`src/rtl/inverse_cdf_sign_restore.sv`:
```
// Sign-restore stage for the inverse-CDF datapath: pairs each unsigned |z| magnitude with the
// negate flag queued by the fold stage, clamps it to the signed range and applies the sign.
module inverse_cdf_sign_restore #(
  parameter int unsigned WIDTH = 32,
  parameter int unsigned QINT  = 16,
  parameter int unsigned DEPTH = 16
) (
  input  logic                     clk,
  input  logic                     rst_n,
  input  logic                     flag_valid,
  input  logic                     negate,
  output logic                     flag_ready,
  input  logic                     mag_valid,
  input  logic [WIDTH-1:0]         mag,
  output logic                     mag_ready,
  output logic                     z_valid,
  output logic [WIDTH-1:0]         z,
  input  logic                     z_ready,
  output logic                     sat,
  output logic [$clog2(DEPTH):0]   flag_count
);

  localparam int unsigned PtrW = $clog2(DEPTH);
  localparam int unsigned CntW = PtrW + 1;
  localparam logic [WIDTH-1:0] MaxPos = {1'b0, {(WIDTH-1){1'b1}}};

  if (QINT > WIDTH || DEPTH < 2 || (DEPTH & (DEPTH - 1)) != 0) begin : g_param_check
    $error("inverse_cdf_sign_restore: bad QINT/DEPTH parameters");
  end

  logic [DEPTH-1:0] flag_mem_q;
  logic [PtrW-1:0]  wr_ptr_q, rd_ptr_q;
  logic [CntW-1:0]  count_q, count_d;
  logic             z_valid_q, z_valid_d;
  logic [WIDTH-1:0] z_q, z_d;
  logic             sat_q, sat_d;
  logic             push, pop;
  logic [WIDTH-1:0] mag_clamp;

  always_comb begin
    // count never exceeds DEPTH, so its MSB alone marks a full queue
    flag_ready = !count_q[CntW-1];
    mag_ready  = (count_q != '0) && (!z_valid_q || z_ready);
    push       = flag_valid && flag_ready;
    pop        = mag_valid && mag_ready;

    count_d = count_q;
    if (push && !pop) begin
      count_d = count_q + CntW'(1);
    end else if (pop && !push) begin
      count_d = count_q - CntW'(1);
    end

    mag_clamp = mag[WIDTH-1] ? MaxPos : mag;

    z_valid_d = z_valid_q;
    z_d       = z_q;
    sat_d     = sat_q;
    if (pop) begin
      z_valid_d = 1'b1;
      sat_d     = mag[WIDTH-1];
      z_d       = flag_mem_q[rd_ptr_q] ? (~mag_clamp + WIDTH'(1)) : mag_clamp;
    end else if (z_ready) begin
      z_valid_d = 1'b0;
    end
  end

  always_ff @(posedge clk or negedge rst_n) begin
    if (!rst_n) begin
      flag_mem_q <= '0;
      wr_ptr_q   <= '0;
      rd_ptr_q   <= '0;
      count_q    <= '0;
      z_valid_q  <= 1'b0;
      z_q        <= '0;
      sat_q      <= 1'b0;
    end else begin
      if (push) begin
        flag_mem_q[wr_ptr_q] <= negate;
        wr_ptr_q             <= wr_ptr_q + PtrW'(1);
      end
      if (pop) begin
        rd_ptr_q <= rd_ptr_q + PtrW'(1);
      end
      count_q   <= count_d;
      z_valid_q <= z_valid_d;
      z_q       <= z_d;
      sat_q     <= sat_d;
    end
  end

  assign z_valid    = z_valid_q;
  assign z          = z_q;
  assign sat        = sat_q;
  assign flag_count = count_q;

endmodule

```
`config.mk`:
```
export PLATFORM = sky130hd
export DESIGN_NAME = inverse_cdf_sign_restore
export DESIGN_NICKNAME = d
export VERILOG_FILES = /design/src/rtl/inverse_cdf_sign_restore.sv
export SDC_FILE = /design/constraint.sdc
export NUM_CORES = 1
export LEC_CHECK = 0
export ABC_AREA = 1
export CORE_UTILIZATION = 45
export CTS_CLUSTER_DIAMETER = 100
export DETAILED_ROUTE_END_ITERATION = 7
export DONT_BUFFER_PORTS = 1
export HOLD_SLACK_MARGIN = 0.15
export PLACE_DENSITY = 0.59
export SYNTH_ARGS = -nofsm -noshare
export SYNTH_HDL_FRONTEND = slang
export SYNTH_SLANG_ARGS = --single-unit
```
`constraint.sdc`:
```
create_clock -name clk -period 7 [get_ports clk]
set_clock_uncertainty 0.2 [all_clocks]
set_input_delay 1.05 -clock clk [delete_from_list [all_inputs] [get_ports clk]]
set_output_delay 1.05 -clock clk [all_outputs]
set_load 0.05 [all_outputs]
```
==> metrics <==
CP startpoint kind flop; area of the mapped netlist 0.00442 sq mm; total CTS buffers 9; Crit Path Category reg -> reg; VDD IR max 214 uV; adder-cell share of the synthesized area 3.28%; smallest hold slack 0.188 ns; io pins 79; Buf/Inv on CP 4; RSZ-0062 raised after global routing false; Cell Chain, Critical Path inv_1 -> nand3_1 -> nand2_1 -> inv_1 -> nand2_1 -> buf_4 -> ha_1 -> inv_1 -> fa_1 -> a21o_1 -> a21oi_1 -> nand2_1 -> nand2_1 -> nor2_1 -> xor2_1; post-synthesis xor/xnor area fraction 2.97%; remaining global-route overflow 0; RePlAce Congestion 0.909; Slew headroom 33.9%; top cell type's share of synthesized area 35.7%; Power Total 0.00215 W; Synth area leader dfrtp_1; Core ar. 0.00937 sq mm; Max-Cap Viols 0; largest net degree at the start of global routing 64; ranking of synthesized cells by area dfrtp_1 (36%), nand2_1 (20%), nand3_1 (7.7%), inv_1 (5.7%), nor2_1 (4.5%); met3 Use GR 5.41%; DRT antenna net count 0; Final Hold Fails 0; sequential fraction of the synthesis area 35.7%; DR iter-0 viols 207; Syn-to-layout area delta 5.69%; maximum clock path buffer count 2; Synth Instances 645; Initial Util 47.2%; internal reg-to-reg setup slack 3.16 ns; commonest non-fill, non-tap cell in the layout nand2_1; CP max stage delay 0.58 ns; cts-stage hold buffer count 0; reg-to-reg endpoint flag_count[4]; Routed WL 10.5 mm; Setup violations, final 0; via/cell ratio 5.00; reg2reg path depth 15; largest family of logic cells by synthesized area simple AND/OR/NAND/NOR gates; CP Capture Type flop; P_leak 2.29 nW; CTS-repair resized insts 0; CTS clock-pin slew for the worst setup and hold paths 0.08 ns; # diodes 0; routing usage on met2 36.9%; post-synthesis compound-gate area fraction 4.92%; yosys warns 0; CP Max Fanout 39; CP required 7.01 ns; Clk Latency, worst-skew pair 0.35 ns; layout cells sized above 1 11.2%; number of fill cells 989; DPL Wire Length 7.56 mm; Distinct cells, synth 38; drt wl/cell 13.5 um; first-pass GRT wire length 17.8 mm; clock sink count 63; # nets final 689; H-Tree Depth 3; status completed; Die Ht 101 um; Worst path most repeated cell nand2_1; Final Cycle Share 54.8%; Power Density 461 mW/mm^2; Die ar. 0.0102 sq mm; via count 3868; worst-path cell with the longest stage delay dfrtp_1; DRC Markers 0; die width 101 um; drt pass-1 iters 5; Cell Count Post-Placement 758; Post-Synth Simple-Gate Area 44.3%; Fmax 0.261 GHz; root buffer cell clkbuf_8; Net Count, Synth 694; CTS tree done; vias in the first global route 3670; setup_tns 0 ns; Top Usage Layer GRT met2; mean area per synthesized cell 6.85 sq um; GRT met1 Usage 29.3%; fin cells 774; Final Critical Period 3.84 ns; initial antenna violation count 0; row cnt 35; max-slew violations 0; Yosys reg bits 63; RR Startpoint flag_count[4]; total track usage 22.4%; worst-margin pin slew 0.985 ns; IO buf count 0; post-CTS setup buffers 0; most frequent cells in the layout nand2_1 (241), nand3_1 (68), inv_1 (67); worst hold path class in -> async; CP arrival 3.85 ns; cell family with the largest share of critical-path delay buffers and inverters; mux share of post-synthesis cell area 0%
-- final cells by class --
class | instances | area [sq um] | area share [%]
clock buffer | 14 | 183 | 3.91
clock inverter | 2 | 12.5 | 0.268
inverter | 74 | 278 | 5.95
multi-input combinational | 491 | 2450 | 52.5
sequential | 63 | 1580 | 33.7
tap | 129 | 161 | 3.45
timing repair buffer | 1 | 7.51 | 0.161
-- metal layers --
metal  share of wire [%]  vias up
met3                 5.7        9
met4                 1.3        0
li1                    -     1996
met1                  46     1765
met2                  47       98
met5                   0        -
-- cells by family (layout without fill, tap and decap cells) --
| group | Yosys count | count (layout) |
|---|---|---|
| and+or+nand+nor | 423 | 423 |
| buffers and inverters | 91 | 91 |
| DFF | 63 | 63 |
| AOI/OAI and AO/OA | 42 | 42 |
| xor gates and xnor gates | 15 | 15 |
| adders and majority gates | 11 | 11 |
-- how the worst max path moves through the flow --
stage	slack, ns	start	depth (start not counted)	to
finish	3.16	flag_count[4]	15	flag_count[4]
global placement	3.29	flag_count[4]	15	flag_count[4]
global route	2.88	flag_count[4]	9	z[17]
detailed placement	3.16	flag_count[4]	15	flag_count[4]
floorplan	3.52	z_ready	15	flag_count[4]
CTS	3.14	flag_count[4]	15	flag_count[4]
-- cells in the mapped netlist --
master	n
a21o_1	1
a21oi_1	4
a31oi_1	1
and2_4	1
buf_1	1
buf_2	3
buf_4	5
buf_6	2
buf_8	1
clkbuf_1	5
clkinv_1	1
dfrtp_1	63
fa_1	1
ha_1	10
inv_1	67
inv_2	6
nand2_1	241
nand2_2	8
nand2_4	1
nand3_1	68
nand3_2	3
nand3_4	1
nand3b_1	6
nand4_1	3
nor2_1	53
nor2_2	20
nor2_4	7
nor2_8	4
nor3_1	1
nor3_2	2
o21ai_0	30
o21ai_1	4
o21bai_1	1
o22ai_1	1
or2_1	1
or2_2	3
xnor2_1	4
xor2_1	11
-- where the power goes --
| part | internal (W) | switching [W] |
|---|---|---|
| Combinational | 0.000271 | 0.000519 |
| Clock | 0.000167 | 0.000150 |
| Sequential | 0.000532 | 0.000515 |
-- state kept, by name (all words and copies together) (netlist names) --
name,flops
z,32
flag_mem_q,16
flag_count,5
rd_ptr_q,4
wr_ptr_q,4
sat,1
z_valid,1
-- through the flow --
| stage | instance area, sq um | util, % | worst slack [ns] |
|---|---|---|---|
| 3_3_place_gp | 4480 | 47.8 | 3.29 |
| 3_5_place_dp | 4480 | 47.8 | 3.16 |
| 6_report | 4670 | 49.9 | 3.16 |
| 2_1_floorplan | 4420 | - | 3.52 |
| 5_1_grt | 4670 | 49.9 | 2.88 |
| 4_1_cts | 4670 | 49.9 | 3.14 |
Power figures use the tool's default switching activity.
